**src/rtl/multicycle_controller_if.sv**
```systemverilog
// Control bus between the multi-cycle sequencer and the shared datapath.
// The controller side (master) receives the instruction fields and the memory
// handshake and drives every per-state control line; the datapath side (slave)
// sees the mirror image.
interface multicycle_controller_if;
  logic [5:0] Op;
  logic [5:0] Fcn;
  logic       MemReady;
  logic       PCWrite;
  logic       PCWriteCond;
  logic       IRWrite;
  logic       ALUSrc;
  logic       ALUSrc2;
  logic       RegDst;
  logic       RegWrite;
  logic [3:0] ALUOp;
  logic       MemRead;
  logic       MemWrite;
  logic       MemtoReg;
  logic       IllegalOp;
  logic [3:0] State;

  modport master (
    input  Op, Fcn, MemReady,
    output PCWrite, PCWriteCond, IRWrite, ALUSrc, ALUSrc2, RegDst, RegWrite,
           ALUOp, MemRead, MemWrite, MemtoReg, IllegalOp, State
  );

  modport slave (
    output Op, Fcn, MemReady,
    input  PCWrite, PCWriteCond, IRWrite, ALUSrc, ALUSrc2, RegDst, RegWrite,
           ALUOp, MemRead, MemWrite, MemtoReg, IllegalOp, State
  );
endinterface

```
**src/rtl/multicycle_controller.sv**
```systemverilog
// Multi-cycle sequencer for the shared ALU / register-file / memory datapath.
// Walks FETCH/DECODE/EXEC/MEM/WB, stalls on MemReady, runs a counted multiply
// and flags unrecognised instructions with a sticky IllegalOp. Control outputs
// are combinational from the current state, the Op/Fcn latched in DECODE and
// MemReady; the state, latched fields, counter and IllegalOp are registered.
module multicycle_controller #(
  parameter int unsigned MUL_CYCLES = 4
) (
  input  logic                   Clk,
  input  logic                   Reset,
  multicycle_controller_if.master bus
);

  typedef enum logic [3:0] {
    S_INIT     = 4'd0,
    S_FETCH    = 4'd1,
    S_DECODE   = 4'd2,
    S_EXEC_R   = 4'd3,
    S_EXEC_I   = 4'd4,
    S_EXEC_MUL = 4'd5,
    S_MEM_ADDR = 4'd6,
    S_MEM_RD   = 4'd7,
    S_MEM_WR   = 4'd8,
    S_WB_ALU   = 4'd9,
    S_WB_MEM   = 4'd10,
    S_BRANCH   = 4'd11
  } state_t;

  // Instruction classes produced by the decoder
  localparam logic [2:0] CLS_ILL = 3'd0;
  localparam logic [2:0] CLS_R   = 3'd1;
  localparam logic [2:0] CLS_MUL = 3'd2;
  localparam logic [2:0] CLS_I   = 3'd3;
  localparam logic [2:0] CLS_LD  = 3'd4;
  localparam logic [2:0] CLS_ST  = 3'd5;
  localparam logic [2:0] CLS_BR  = 3'd6;

  localparam logic [3:0] ALU_ADD  = 4'h0;
  localparam logic [3:0] ALU_SUB  = 4'h1;
  localparam logic [3:0] MUL_LAST = 4'(MUL_CYCLES - 1);

  // Map an Op/Fcn pair onto its instruction class
  function automatic logic [2:0] op_class(input logic [5:0] op, input logic [5:0] fcn);
    logic [2:0] cls;
    cls = CLS_ILL;
    case (op)
      6'h00: begin
        case (fcn)
          6'h20, 6'h22, 6'h24, 6'h25, 6'h2A, 6'h00, 6'h02, 6'h06: cls = CLS_R;
          default: cls = CLS_ILL;
        endcase
      end
      6'h1C: begin
        case (fcn)
          6'h21, 6'h20: cls = CLS_R;
          6'h02:        cls = CLS_MUL;
          default:      cls = CLS_ILL;
        endcase
      end
      6'h08, 6'h0D: cls = CLS_I;
      6'h23:        cls = CLS_LD;
      6'h2B:        cls = CLS_ST;
      6'h05:        cls = CLS_BR;
      default:      cls = CLS_ILL;
    endcase
    return cls;
  endfunction

  // ALU operation selected by an execute-class instruction
  function automatic logic [3:0] alu_op_of(input logic [5:0] op, input logic [5:0] fcn);
    logic [3:0] alu;
    alu = ALU_ADD;
    case (op)
      6'h00: begin
        case (fcn)
          6'h20:   alu = 4'h0;
          6'h22:   alu = 4'h1;
          6'h24:   alu = 4'h2;
          6'h25:   alu = 4'h3;
          6'h2A:   alu = 4'h4;
          6'h00:   alu = 4'h5;
          6'h02:   alu = 4'h6;
          6'h06:   alu = 4'h7;
          default: alu = ALU_ADD;
        endcase
      end
      6'h1C: begin
        case (fcn)
          6'h21:   alu = 4'h8;
          6'h20:   alu = 4'h9;
          6'h02:   alu = 4'hA;
          default: alu = ALU_ADD;
        endcase
      end
      6'h0D:   alu = 4'h3;
      default: alu = ALU_ADD;
    endcase
    return alu;
  endfunction

  // Shifts and rotate take the shamt field on ALU input A
  function automatic logic is_shift(input logic [5:0] op, input logic [5:0] fcn);
    return (op == 6'h00) && ((fcn == 6'h00) || (fcn == 6'h02) || (fcn == 6'h06));
  endfunction

  state_t     state_r;
  state_t     state_nxt_s;
  logic [5:0] op_r;
  logic [5:0] fcn_r;
  logic [3:0] cnt_r;
  logic       illegal_r;

  logic       pc_write_s;
  logic       pc_write_cond_s;
  logic       ir_write_s;
  logic       alu_src_s;
  logic       alu_src2_s;
  logic       reg_dst_s;
  logic       reg_write_s;
  logic [3:0] alu_op_s;
  logic       mem_read_s;
  logic       mem_write_s;
  logic       mem_to_reg_s;

  // State register; Reset overrides every transition
  always_ff @(posedge Clk) begin
    if (Reset) begin
      state_r <= S_INIT;
    end else begin
      state_r <= state_nxt_s;
    end
  end

  // Capture the instruction fields in DECODE and raise the sticky illegal flag
  always_ff @(posedge Clk) begin
    if (Reset) begin
      op_r      <= 6'h00;
      fcn_r     <= 6'h00;
      illegal_r <= 1'b0;
    end else if (state_r == S_DECODE) begin
      op_r  <= bus.Op;
      fcn_r <= bus.Fcn;
      if (op_class(bus.Op, bus.Fcn) == CLS_ILL) begin
        illegal_r <= 1'b1;
      end
    end
  end

  // Multiply cycle counter: zero outside EXEC_MUL, so it starts at 0 on entry
  always_ff @(posedge Clk) begin
    if (Reset) begin
      cnt_r <= 4'd0;
    end else if (state_r == S_EXEC_MUL) begin
      cnt_r <= cnt_r + 4'd1;
    end else begin
      cnt_r <= 4'd0;
    end
  end

  // Next-state selection and per-state control outputs
  always_comb begin
    state_nxt_s     = state_r;
    pc_write_s      = 1'b0;
    pc_write_cond_s = 1'b0;
    ir_write_s      = 1'b0;
    alu_src_s       = 1'b0;
    alu_src2_s      = 1'b0;
    reg_dst_s       = 1'b0;
    reg_write_s     = 1'b0;
    alu_op_s        = ALU_ADD;
    mem_read_s      = 1'b0;
    mem_write_s     = 1'b0;
    mem_to_reg_s    = 1'b0;
    case (state_r)
      S_INIT: begin
        state_nxt_s = S_FETCH;
      end
      S_FETCH: begin
        mem_read_s = 1'b1;
        ir_write_s = bus.MemReady;
        pc_write_s = bus.MemReady;
        if (bus.MemReady) begin
          state_nxt_s = S_DECODE;
        end else begin
          state_nxt_s = S_FETCH;
        end
      end
      S_DECODE: begin
        case (op_class(bus.Op, bus.Fcn))
          CLS_R:          state_nxt_s = S_EXEC_R;
          CLS_MUL:        state_nxt_s = S_EXEC_MUL;
          CLS_I:          state_nxt_s = S_EXEC_I;
          CLS_LD, CLS_ST: state_nxt_s = S_MEM_ADDR;
          CLS_BR:         state_nxt_s = S_BRANCH;
          default:        state_nxt_s = S_FETCH;
        endcase
      end
      S_EXEC_R: begin
        alu_op_s    = alu_op_of(op_r, fcn_r);
        alu_src2_s  = is_shift(op_r, fcn_r);
        state_nxt_s = S_WB_ALU;
      end
      S_EXEC_I: begin
        alu_src_s   = 1'b1;
        alu_op_s    = alu_op_of(op_r, fcn_r);
        state_nxt_s = S_WB_ALU;
      end
      S_EXEC_MUL: begin
        alu_op_s = alu_op_of(op_r, fcn_r);
        if (cnt_r == MUL_LAST) begin
          state_nxt_s = S_WB_ALU;
        end else begin
          state_nxt_s = S_EXEC_MUL;
        end
      end
      S_MEM_ADDR: begin
        alu_src_s = 1'b1;
        alu_op_s  = ALU_ADD;
        if (op_r == 6'h2B) begin
          state_nxt_s = S_MEM_WR;
        end else begin
          state_nxt_s = S_MEM_RD;
        end
      end
      S_MEM_RD: begin
        mem_read_s = 1'b1;
        alu_src_s  = 1'b1;
        alu_op_s   = ALU_ADD;
        if (bus.MemReady) begin
          state_nxt_s = S_WB_MEM;
        end else begin
          state_nxt_s = S_MEM_RD;
        end
      end
      S_MEM_WR: begin
        mem_write_s = 1'b1;
        alu_src_s   = 1'b1;
        alu_op_s    = ALU_ADD;
        if (bus.MemReady) begin
          state_nxt_s = S_FETCH;
        end else begin
          state_nxt_s = S_MEM_WR;
        end
      end
      S_WB_ALU: begin
        reg_write_s = 1'b1;
        alu_op_s    = alu_op_of(op_r, fcn_r);
        reg_dst_s   = (op_class(op_r, fcn_r) != CLS_I);
        alu_src_s   = (op_class(op_r, fcn_r) == CLS_I);
        alu_src2_s  = is_shift(op_r, fcn_r);
        state_nxt_s = S_FETCH;
      end
      S_WB_MEM: begin
        reg_write_s  = 1'b1;
        mem_to_reg_s = 1'b1;
        state_nxt_s  = S_FETCH;
      end
      S_BRANCH: begin
        alu_op_s        = ALU_SUB;
        pc_write_cond_s = 1'b1;
        state_nxt_s     = S_FETCH;
      end
      default: begin
        state_nxt_s = S_INIT;
      end
    endcase
  end

  assign bus.PCWrite     = pc_write_s;
  assign bus.PCWriteCond = pc_write_cond_s;
  assign bus.IRWrite     = ir_write_s;
  assign bus.ALUSrc      = alu_src_s;
  assign bus.ALUSrc2     = alu_src2_s;
  assign bus.RegDst      = reg_dst_s;
  assign bus.RegWrite    = reg_write_s;
  assign bus.ALUOp       = alu_op_s;
  assign bus.MemRead     = mem_read_s;
  assign bus.MemWrite    = mem_write_s;
  assign bus.MemtoReg    = mem_to_reg_s;
  assign bus.IllegalOp   = illegal_r;
  assign bus.State       = state_r;

endmodule

```
**src/flat_wrapper.sv**
```systemverilog
// flat-port wrapper written by rule: the top's interface ports become plain ports
module multicycle_controller_flat 
#(
  parameter int unsigned MUL_CYCLES = 4
)
  (Clk, Reset, bus_Op, bus_Fcn, bus_MemReady, bus_PCWrite, bus_PCWriteCond, bus_IRWrite, bus_ALUSrc, bus_ALUSrc2, bus_RegDst, bus_RegWrite, bus_ALUOp, bus_MemRead, bus_MemWrite, bus_MemtoReg, bus_IllegalOp, bus_State);
  multicycle_controller_if bus_i ();
  input  logic Clk;
  input  logic Reset;
  input wire logic [$bits(bus_i.Op)-1:0] bus_Op;
  input wire logic [$bits(bus_i.Fcn)-1:0] bus_Fcn;
  input wire logic [$bits(bus_i.MemReady)-1:0] bus_MemReady;
  output wire logic [$bits(bus_i.PCWrite)-1:0] bus_PCWrite;
  output wire logic [$bits(bus_i.PCWriteCond)-1:0] bus_PCWriteCond;
  output wire logic [$bits(bus_i.IRWrite)-1:0] bus_IRWrite;
  output wire logic [$bits(bus_i.ALUSrc)-1:0] bus_ALUSrc;
  output wire logic [$bits(bus_i.ALUSrc2)-1:0] bus_ALUSrc2;
  output wire logic [$bits(bus_i.RegDst)-1:0] bus_RegDst;
  output wire logic [$bits(bus_i.RegWrite)-1:0] bus_RegWrite;
  output wire logic [$bits(bus_i.ALUOp)-1:0] bus_ALUOp;
  output wire logic [$bits(bus_i.MemRead)-1:0] bus_MemRead;
  output wire logic [$bits(bus_i.MemWrite)-1:0] bus_MemWrite;
  output wire logic [$bits(bus_i.MemtoReg)-1:0] bus_MemtoReg;
  output wire logic [$bits(bus_i.IllegalOp)-1:0] bus_IllegalOp;
  output wire logic [$bits(bus_i.State)-1:0] bus_State;
  assign bus_i.Op = bus_Op;
  assign bus_i.Fcn = bus_Fcn;
  assign bus_i.MemReady = bus_MemReady;
  assign bus_PCWrite = bus_i.PCWrite;
  assign bus_PCWriteCond = bus_i.PCWriteCond;
  assign bus_IRWrite = bus_i.IRWrite;
  assign bus_ALUSrc = bus_i.ALUSrc;
  assign bus_ALUSrc2 = bus_i.ALUSrc2;
  assign bus_RegDst = bus_i.RegDst;
  assign bus_RegWrite = bus_i.RegWrite;
  assign bus_ALUOp = bus_i.ALUOp;
  assign bus_MemRead = bus_i.MemRead;
  assign bus_MemWrite = bus_i.MemWrite;
  assign bus_MemtoReg = bus_i.MemtoReg;
  assign bus_IllegalOp = bus_i.IllegalOp;
  assign bus_State = bus_i.State;
  multicycle_controller #(.MUL_CYCLES(MUL_CYCLES)) u_core (.Clk(Clk), .Reset(Reset), .bus(bus_i));
endmodule
```
**config.mk**
```make
export PLATFORM = sky130hd
export DESIGN_NAME = multicycle_controller_flat
export DESIGN_NICKNAME = d
export VERILOG_FILES = /design/src/rtl/multicycle_controller_if.sv /design/src/rtl/multicycle_controller.sv /design/src/flat_wrapper.sv
export SDC_FILE = /design/constraint.sdc
export NUM_CORES = 1
export LEC_CHECK = 0
export ABC_AREA = 0
export BUFFER_PORTS_ARGS = -buffer_cell sky130_fd_sc_hd__buf_4
export CAP_MARGIN = 20
export CELL_PAD_IN_SITES_DETAIL_PLACEMENT = 0
export CELL_PAD_IN_SITES_GLOBAL_PLACEMENT = 1
export CORE_UTILIZATION = 34
export CTS_CLUSTER_DIAMETER = 80
export CTS_CLUSTER_SIZE = 16
export DETAILED_ROUTE_END_ITERATION = 12
export PLACE_DENSITY_LB_ADDON = 0.1
export SLEW_MARGIN = 20
export SYNTH_ARGS = -nofsm -noshare
export SYNTH_HDL_FRONTEND = slang
export SYNTH_SLANG_ARGS = --single-unit
```
**constraint.sdc**
```tcl
create_clock -name Clk -period 1.8 [get_ports Clk]
set_input_delay 0.36 -clock Clk [delete_from_list [all_inputs] [get_ports Clk]]
set_output_delay 0.36 -clock Clk [all_outputs]
set_load 0.005 [all_outputs]
```
== Word level (Yosys, flattened, before mapping) ==
Cells that the tools add are included.

* Memory bits (writable): 0
* Flip-flop bits (word level): 21
* Memories kept: 0
* Bits in latches: 0
* Logic and storage cells: 109
* Memory bits (read-only): 0
* Output and inout port bits: 19

* Equality and inequality tests: 48
* Bitwise logic cells: 1
* Add/subtract/negate cells: 1
* Divide/modulo/power cells: 0
* Multipliers: 0
* Mux-type cells: 29
* Reduce and logical (&&, ||, !) cells: 25
* Shift-type cells: 0
* Magnitude comparators: 0

{| class="wikitable"
|+ Operator list
! cell !! number
|-
| 6-bit equality test, second input constant || 16
|-
| 3-bit case mux with 6 select lines || 2
|-
| 4-bit case mux with 8 select lines || 1
|-
| 6-bit by 3-bit equality test with 1-bit output, second input constant || 4
|-
| 6-bit by 4-bit equality test with 1-bit output, second input constant || 4
|-
| 6-bit zero test || 4
|-
| 4-bit case mux with 3 select lines || 2
|-
| 3-bit case mux with 7 select lines || 1
|-
| 4-bit case mux with 5 select lines || 1
|-
| 2-bit OR reduction || 10
|-
| 4-bit by 3-bit equality test with 1-bit output, second input constant || 4
|-
| 4-bit equality test, second input constant || 4
|-
| 4-bit two-way mux || 4
|-
| 8-bit OR reduction || 2
|-
| 4-bit by 2-bit equality test with 1-bit output, second input constant || 3
|-
| 6-bit by 2-bit equality test with 1-bit output, second input constant || 2
|-
| 6-bit by 5-bit equality test with 1-bit output, second input constant || 2
|-
| 4-bit OR reduction || 3
|-
| 1-bit two-way mux || 10
|-
| 3-bit by 2-bit equality test with 1-bit output, second input constant || 3
|-
| 3-bit equality test, second input constant || 3
|-
| 3-bit two-way mux || 3
|-
| 2-bit case mux with 2 select lines || 2
|-
| 4-bit case mux with 2 select lines || 1
|-
| 12 further kinds || 13
|}

== Longest topological paths before layout ==
Gate-level depths: netlist of run 1.

* Depth in word-level cells: 9
* Mapped depth: 6
* Depth with buffers taken out: 5

== Worst setup path before layout of run 1 ==
Ideal clock, no wire load.

* Kind: register to output
* Start: register u_core.state_r[0] (netlist: u_core.bus.State[0])
* End: output port bus_ALUOp[1]
* Buffers on the path: 1
* Arrival: 1.605 ns
* Required time: 1.440 ns
* Stages on the path, launching flop included: 7
* Path slack: -0.165 ns
* Path through: dfxtp_1 > buf_4 > nand2_2 > or3_1 > o221a_2 > or4_4 > a31oi_1

* Longest elaborated chain between the ends: 3
* Elaborated cells on any way between the ends: 7

{| class="wikitable"
|+ Ends and longest elaborated chain
! element !! RTL line !! source
|-
| start: declaration || multicycle_controller.sv:106 || <nowiki>state_t state_r;</nowiki>
|-
| start signal: assignment || multicycle_controller.sv:130 || <nowiki>state_r <= state_nxt_s;</nowiki>
|-
| 4-bit by 2-bit equality test with 1-bit output, or another cell as far along || multicycle_controller.sv:174 || <nowiki>case (state_r)</nowiki>
|-
| 4-bit OR reduction (no line) || n/a ||
|-
| 4-bit case mux with 2 select lines * || multicycle_controller.sv:174 ||
|-
| end: declaration || flat_wrapper.sv:20 || <nowiki>output wire logic [$bits(bus_i.ALUOp)-1:0] bus_ALUOp;</nowiki>
|}

Every way passes the cells marked *; elsewhere a longest branch is shown, timed or not.

== Worst setup path after layout of run 1 ==
* Start: register u_core.state_r[1] (netlist: u_core.bus.State[1])
* End: output port bus_ALUOp[1]

The elaborated chain is that of the path after synthesis.

==> impl_metrics.py, run 1 <==
metrics = {
    "cells_and_area": {
        "antenna-diode-count": 0,
        "area.growth.synth_to_final_pct": 51.9,
        "proportion_of_layout_cells_with_a_drive_suffix_above_1_pct": 39.2,
        "fin_nets": 290,
    },
    "synth": {
        "synth.top_cells.by_area": "sky130_fd_sc_hd__dfxtp_1 (29%), sky130_fd_sc_hd__nand2_1 (11%), sky130_fd_sc_hd__a21oi_1 (5.1%)",
        "number_of_enable_type_register_cells_in_the_synthesized_netlist": 0,
        "yosysTopAreaCell": "sky130_fd_sc_hd__dfxtp_1",
        "synth_fp_nets": 221,
        "synth-seq-cells": 21,
        "synth_top_area_share_pct": 28.5,
        "synth.most_common_cell": "sky130_fd_sc_hd__nand2_1",
        "syn-cell-area_mm2": 0.00147,
        "dominantRegCellSynth": "sky130_fd_sc_hd__dfxtp_1",
        "synth.cells.most_frequent": "sky130_fd_sc_hd__nand2_1 (42), sky130_fd_sc_hd__dfxtp_1 (21), sky130_fd_sc_hd__a21oi_1 (15), sky130_fd_sc_hd__nor2_1 (15)",
        "synth-seq-area-share_pct": 28.5,
        "mapped_cells": 205,
        "netlist-cell-type-count": 47,
        "synthesis.yosys.warnings": 0,
        "async_flop_share_pct": 0,
        "syn_area_per_cell_um2": 7.19,
    },
    "sta": {
        "timing.slew.headroom_pct": 75.8,
        "finClkSkew_ps": 4.57,
        "worst_hold_slack_ps": 389,
        "fmax_ghz": 0.453,
        "final_number_of_max_transition_violations": 0,
        "finalCriticalPeriod_ps": 2210,
        "grt_setup_unrepaired": "true",
        "timing.setup.tns_ps": -1080,
        "final-setup-viol-count": 5,
        "finalWorstSetupSlack_ps": -407,
        "timing_worst_slew_pin_value_ps": 359,
        "hold_viol_final": 0,
        "min_period_over_period_pct": 123,
    },
    "placed_design": {
        "detailedPlacementHpwl_mm": 3.35,
        "dpl_worst_slack_ps": -195,
        "place_congestion": 0.841,
        "place.port_buffers": 33,
    },
    "critical_path": {
        "critical_path_arrival_ps": 1850,
        "critical-path-top-delay-family": "simple AND/OR/NAND/NOR gates",
        "worst-endpoint-required_ps": 1440,
        "crit_path_max_incr_delay_ps": 450,
        "timing_worst_setup_path_type": "flop to primary output",
        "worst_path_max_delay_cell": "sky130_fd_sc_hd__or4_4",
        "cp.buffers_inverters": 1,
        "timing.critical_path.fanout_max": 4,
        "critical_path_sink_type": "primary output",
        "critical_path.cell_chain": "nand2_4 > or3_4 > o221a_4 > or4_4 > a31oi_4 > buf_6",
        "timing.critical_path.from_type": "flop",
    },
    "global_route": {
        "grt.busiest_layer": "met2",
        "globalRoute.totalOverflow": 0,
        "largest_net_degree_at_the_start_of_global_routing": 18,
        "global_route_usage_sum_pct": 19.8,
        "groute.layer.met3.usage_pct": 1.67,
        "antenna_found_initial": 0,
        "vias_in_the_first_global_route": 1558,
        "grt_first_pass_wirelength_mm": 6.98,
        "groute.layer.met1.usage_pct": 26.7,
        "globalRouteMet2Util_pct": 33.4,
    },
    "floorplan": {
        "full_die_area_mm2": 0.00460,
        "num_rows": 23,
        "floorplan.die.height_um": 67.8,
        "floorplan.initialDensity_pct": 36.1,
        "io-pin-count": 34,
        "dieWidth_um": 67.8,
        "placeableCoreArea_mm2": 0.00409,
    },
    "power_and_ir_drop": {
        "leakage_nw": 0.902,
        "totalPowerFinal_mw": 1.07,
        "pwr_density_cell_mw_per_mm2": 478,
        "irDropWorstVdd_mv": 0.313,
    },
    "clocking": {
        "cts_buffer_depth": 2,
        "ctsHtreeMaxLevel": 1,
        "cts_buffers": 3,
        "numClockSinks": 21,
        "clkSlewWorstSetupHoldPaths_ps": 70,
        "clock_latency_on_the_worst_skew_pair_ps": 250,
        "clockRootBuffer": "sky130_fd_sc_hd__clkbuf_8",
        "clock_tree_from_tritoncts": "built",
    },
    "drt": {
        "detail_route.vias_per_cell": 5.38,
        "postRouteAntennaNets": 0,
        "route.detailed.wl_per_inst_um": 13.3,
        "finalWirelength_mm": 4.30,
        "drt-initial-drc-count": 80,
        "routed-via-count": 1738,
        "dr.pass1.iters": 4,
        "drt_drc_violations_left": 0,
    },
    "run_status": {
        "status": "complete, but fails checks",
        "violated_checks": "setup timing",
    },
    "flow_run": {
        "cap_viol_max_count": 0,
    },
    "min_path": {
        "timing.hold.worst.class": "input pin to flop",
    },
}
==> registers in the layout, indices dropped and copies added, names as in the netlist <==
register              count
u_core.fcn_r              6
u_core.cnt_r              4
u_core.op_r               6
u_core.bus.State          4
u_core.bus.IllegalOp      1
==> report_power, final <==
part | switching, mW | internal [mW]
registers | 0.0122 | 0.474
clock network | 0.140 | 0.157
logic | 0.138 | 0.149
total | 0.290 | 0.780
==> area by class of cell <==
cell class / count / area (um^2)
multi-input cells: 166 / 1080
clock buffers: 4 / 45.0
repair buffers: 78 / 597
well taps: 50 / 62.6
inverters: 4 / 15.0
flip-flops and latches: 21 / 437
fillers: 410 / 1850
==> kinds of logic (layout without fill, tap and decap cells) <==
family	count (synthesis)	count (layout)	synth area share [%]
XOR/XNOR	7	7	4.16
AO/OA/AOI/OAI	49	49	21.8
flip-flops	21	21	28.5
adder cells (fa/ha/maj)	1	1	0.849
buffers and inverters	18	86	5.77
AND/OR/NAND/NOR	109	109	38.9
==> worst paths after layout <==
kind	start	end	slack, ps	cells after the start
worst max-delay path	u_core.bus.State[1]	bus_ALUOp[1]	-410	6
worst min-delay path	bus_Fcn[1]	u_core.fcn_r[1]	390	3
worst max register to register	u_core.op_r[4]	u_core.bus.State[0]	140	5
worst min register to register	u_core.cnt_r[0]	u_core.cnt_r[0]	460	1
==> routing by layer <==
metal / part of all wire, % / vias up
met5: 0 / -
met4: 0.44 / 0
met3: 4.2 / 2
met2: 48 / 53
met1: 47 / 799
li1: - / 884
==> placed cells by master, fill, tap and decap left out, types with 2 or more instances in the layout <==
| cell type | instances |
|---|---|
| sky130_fd_sc_hd__xor2_1 | 3 |
| sky130_fd_sc_hd__o21ai_0 | 6 |
| sky130_fd_sc_hd__o41ai_1 | 2 |
| sky130_fd_sc_hd__dfxtp_1 | 16 |
| sky130_fd_sc_hd__a21oi_1 | 15 |
| sky130_fd_sc_hd__dfxtp_4 | 4 |
| sky130_fd_sc_hd__nor2b_1 | 4 |
| sky130_fd_sc_hd__nand2_1 | 41 |
| sky130_fd_sc_hd__or4_1 | 3 |
| sky130_fd_sc_hd__nand4_1 | 5 |
| sky130_fd_sc_hd__xnor2_1 | 3 |
| sky130_fd_sc_hd__nand4b_1 | 2 |
| sky130_fd_sc_hd__o21a_1 | 2 |
| sky130_fd_sc_hd__nor4_1 | 2 |
| sky130_fd_sc_hd__or3_4 | 2 |
| sky130_fd_sc_hd__inv_1 | 4 |
| sky130_fd_sc_hd__nand2b_1 | 6 |
| sky130_fd_sc_hd__buf_6 | 3 |
| sky130_fd_sc_hd__a31o_2 | 2 |
| sky130_fd_sc_hd__clkbuf_8 | 3 |
| sky130_fd_sc_hd__a31oi_1 | 6 |
| sky130_fd_sc_hd__nor3_2 | 2 |
| sky130_fd_sc_hd__o32ai_1 | 2 |
| sky130_fd_sc_hd__nand3_1 | 3 |
| sky130_fd_sc_hd__buf_4 | 75 |
| sky130_fd_sc_hd__a211o_1 | 2 |
| sky130_fd_sc_hd__nor2_1 | 13 |
| sky130_fd_sc_hd__nor3_1 | 4 |
| sky130_fd_sc_hd__a211oi_1 | 3 |
| sky130_fd_sc_hd__nor3b_1 | 6 |
==> worst min-delay path, stage by stage <==
cell	delay, ps
sky130_fd_sc_hd__buf_4	120
sky130_fd_sc_hd__nand2_1	50
sky130_fd_sc_hd__a21oi_1	50
==> what timing repair did <==
item	in CTS	in global routing
hold buffers	0	0
resized for setup	21	8
pin swaps	4	5
setup endpoints to repair	8	8
setup buffers	3	2
==> stage by stage <==
| stage | instance area (um^2) | instances | util (%) |
|---|---|---|---|
| floorplan | 1510 | 205 | - |
| global placement | 2050 | 315 | 50.2 |
| detailed placement | 2050 | 315 | 50.2 |
| CTS | 2200 | 322 | 53.8 |
| global route | 2240 | 323 | 54.8 |
| finish | 2240 | 323 | 54.8 |
Note: power is estimated with default switching activity, not from simulation.
==> inputs of run 2 (changes only) <==
--- a/config.mk
+++ b/config.mk
@@ -15,6 +15,7 @@
 export CTS_CLUSTER_SIZE = 16
 export DETAILED_ROUTE_END_ITERATION = 12
 export PLACE_DENSITY_LB_ADDON = 0.1
+export SKIP_LAST_GASP = 1
 export SLEW_MARGIN = 20
 export SYNTH_ARGS = -nofsm -noshare
 export SYNTH_HDL_FRONTEND = slang
==> constraint.sdc (replaced) <==
create_clock -name Clk -period 1.91 [get_ports Clk]
set_input_delay 0.382 -clock Clk [delete_from_list [all_inputs] [get_ports Clk]]
set_output_delay 0.382 -clock Clk [all_outputs]
set_load 0.005 [all_outputs]
==> run 2 against run 1 <==
The run still ends with setup timing left. Clock power fell by 6.7%. Critical path depth unchanged. Global-route usage fell by 0.16 points. Die area unchanged. Cell area is 0.50% higher. Sequential share of layout area is 0.26 points lower. First-iteration DRC count is 14% lower. Critical path type unchanged.
==> impl_metrics.py, run 2 (synthesized netlist as in run 1, its figures left out) <==
metrics = {
    "power_and_ir_drop": {
        "pwr_density_cell_mw_per_mm2": 456,
        "leakage_nw": 0.901,
        "irDropWorstVdd_mv": 0.338,
    },
    "global_route": {
        "largest_net_degree_at_the_start_of_global_routing": 18,
        "global_route_usage_sum_pct": 19.7,
        "antenna_found_initial": 0,
        "vias_in_the_first_global_route": 1578,
        "globalRoute.totalOverflow": 0,
        "grt_first_pass_wirelength_mm": 6.90,
    },
    "sta": {
        "finalWorstSetupSlack_ps": -304,
        "timing.slew.headroom_pct": 76.8,
        "grt_setup_unrepaired": "true",
        "fmax_ghz": 0.452,
        "timing_worst_slew_pin_value_ps": 345,
        "final_number_of_max_transition_violations": 0,
        "worst_hold_slack_ps": 403,
        "finalCriticalPeriod_ps": 2210,
        "hold_viol_final": 0,
        "min_period_over_period_pct": 116,
        "finClkSkew_ps": 1.02,
        "final-setup-viol-count": 3,
    },
    "cells_and_area": {
        "area.growth.synth_to_final_pct": 52.6,
        "fin_nets": 290,
        "reg_top3": "u_core.fcn_r x6, u_core.op_r x6",
        "top_library_cells_by_usage_in_the_layout_fill_and_taps_aside": "sky130_fd_sc_hd__buf_4 (74), sky130_fd_sc_hd__nand2_1 (40), sky130_fd_sc_hd__a21oi_1 (15), sky130_fd_sc_hd__dfxtp_1 (15), sky130_fd_sc_hd__nor2_1 (14)",
        "final_common_cell": "sky130_fd_sc_hd__buf_4",
        "fillCellCount": 415,
        "proportion_of_layout_cells_with_a_drive_suffix_above_1_pct": 39.6,
        "antenna-diode-count": 0,
        "fin_area_mm2": 0.00225,
    },
    "placed_design": {
        "placed_cell_area_mm2": 0.00201,
        "place.port_buffers": 33,
        "detailedPlacementHpwl_mm": 3.45,
        "place_congestion": 0.810,
    },
    "clocking": {
        "clock_tree_from_tritoncts": "built",
        "ctsHtreeMaxLevel": 1,
        "clock_latency_on_the_worst_skew_pair_ps": 250,
        "cts_buffer_depth": 2,
        "cts_buffers": 3,
        "numClockSinks": 21,
        "clockRootBuffer": "sky130_fd_sc_hd__clkbuf_8",
        "clkSlewWorstSetupHoldPaths_ps": 70,
    },
    "drt": {
        "postRouteAntennaNets": 0,
        "routed-via-count": 1751,
        "drt_drc_violations_left": 0,
        "detail_route.vias_per_cell": 5.42,
        "drt-initial-drc-count": 69,
        "dr.pass1.iters": 4,
        "finalWirelength_mm": 4.34,
        "route.detailed.wl_per_inst_um": 13.4,
    },
    "critical_path": {
        "timing_worst_setup_path_type": "flop to primary output",
        "timing.critical_path.fanout_max": 5,
        "critical_path_arrival_ps": 1830,
        "critical_path.cell_chain": "nand2_2 > or3_1 > o221a_4 > or4_4 > a31oi_4 > buf_6",
        "timing.critical_path.from_type": "flop",
        "critical-path-top-delay-family": "simple AND/OR/NAND/NOR gates",
        "crit_path_max_incr_delay_ps": 440,
        "cp.buffers_inverters": 1,
        "critical_path_sink_type": "primary output",
        "worst_path_max_delay_cell": "sky130_fd_sc_hd__or4_4",
        "worst-endpoint-required_ps": 1530,
    },
    "run_status": {
        "violated_checks": "setup timing",
        "status": "complete, but fails checks",
    },
    "floorplan": {
        "full_die_area_mm2": 0.00460,
        "dieWidth_um": 67.8,
        "floorplan.initialDensity_pct": 36.1,
        "io-pin-count": 34,
        "placeableCoreArea_mm2": 0.00409,
        "num_rows": 23,
        "floorplan.die.height_um": 67.8,
    },
    "min_path": {
        "timing.hold.worst.class": "input pin to flop",
    },
    "flow_run": {
        "cap_viol_max_count": 0,
    },
}
==> run 2: timing repair <==
action	4_1_cts	5_1_grt
pin swaps	4	4
resized for setup	16	16
hold buffers	0	0
setup buffers	1	7
setup endpoints to repair	7	8
==> run 2: path summary, 6_finish.rpt <==
check / end / cells past startpoint / start / slack (ps)
min reg2reg: u_core.cnt_r[0] / 1 / u_core.cnt_r[0] / 450
min: u_core.fcn_r[1] / 3 / bus_Fcn[1] / 400
max: bus_ALUOp[1] / 6 / u_core.bus.State[1] / -300
max reg2reg: u_core.bus.State[0] / 7 / u_core.op_r[0] / 140
==> run 2: area by class of cell <==
| type | instances | area, um^2 | share of cell area, % |
|---|---|---|---|
| tap | 50 | 62.6 | 2.78 |
| sequential | 21 | 433 | 19.2 |
| timing repair buffer | 78 | 609 | 27.1 |
| multi-input combinational | 166 | 1080 | 48.2 |
| clock buffer | 4 | 45.0 | 2.00 |
| inverter | 4 | 15.0 | 0.667 |
==> run 2: worst reg2reg max path: cells and delay by family (launching register included) <==
kind / cells / cell delay [ps]
AO/OA/AOI/OAI: 3 / 500
buffers and inverters: 2 / 240
flip-flops: 1 / 340
AND/OR/NAND/NOR: 2 / 580
==> run 2: routing by layer <==
layer | up-vias | global-route usage (%) | wire length [um]
li1 | 882 | - | -
met1 | 811 | 24.6 | 2010
met2 | 54 | 35.4 | 2110
met3 | 4 | 1.50 | 185
met4 | 0 | 6.25 | 40
met5 | - | 0 | 0
==> run 2: per-stage QoR <==
stage | std cells | util [%] | total power, mW | setup slack [ps] | setup TNS (ps)
after floorplan | 205 | - | 0.594 | 12.9 | 0
after global placement | 311 | 49.3 | 0.706 | -43.9 | -101
after detailed placement | 311 | 49.3 | 0.713 | -90.8 | -270
after CTS | 316 | 52.2 | 1.00 | -316 | -684
after global routing | 323 | 55.1 | 1.08 | -376 | -910
final | 323 | 55.1 | 1.02 | -304 | -663
==> run 2: where the power goes <==
group | switching [mW] | internal (mW) | total [mW]
registers | 0.0109 | 0.448 | 0.459
logic | 0.135 | 0.154 | 0.289
clock network | 0.129 | 0.148 | 0.277
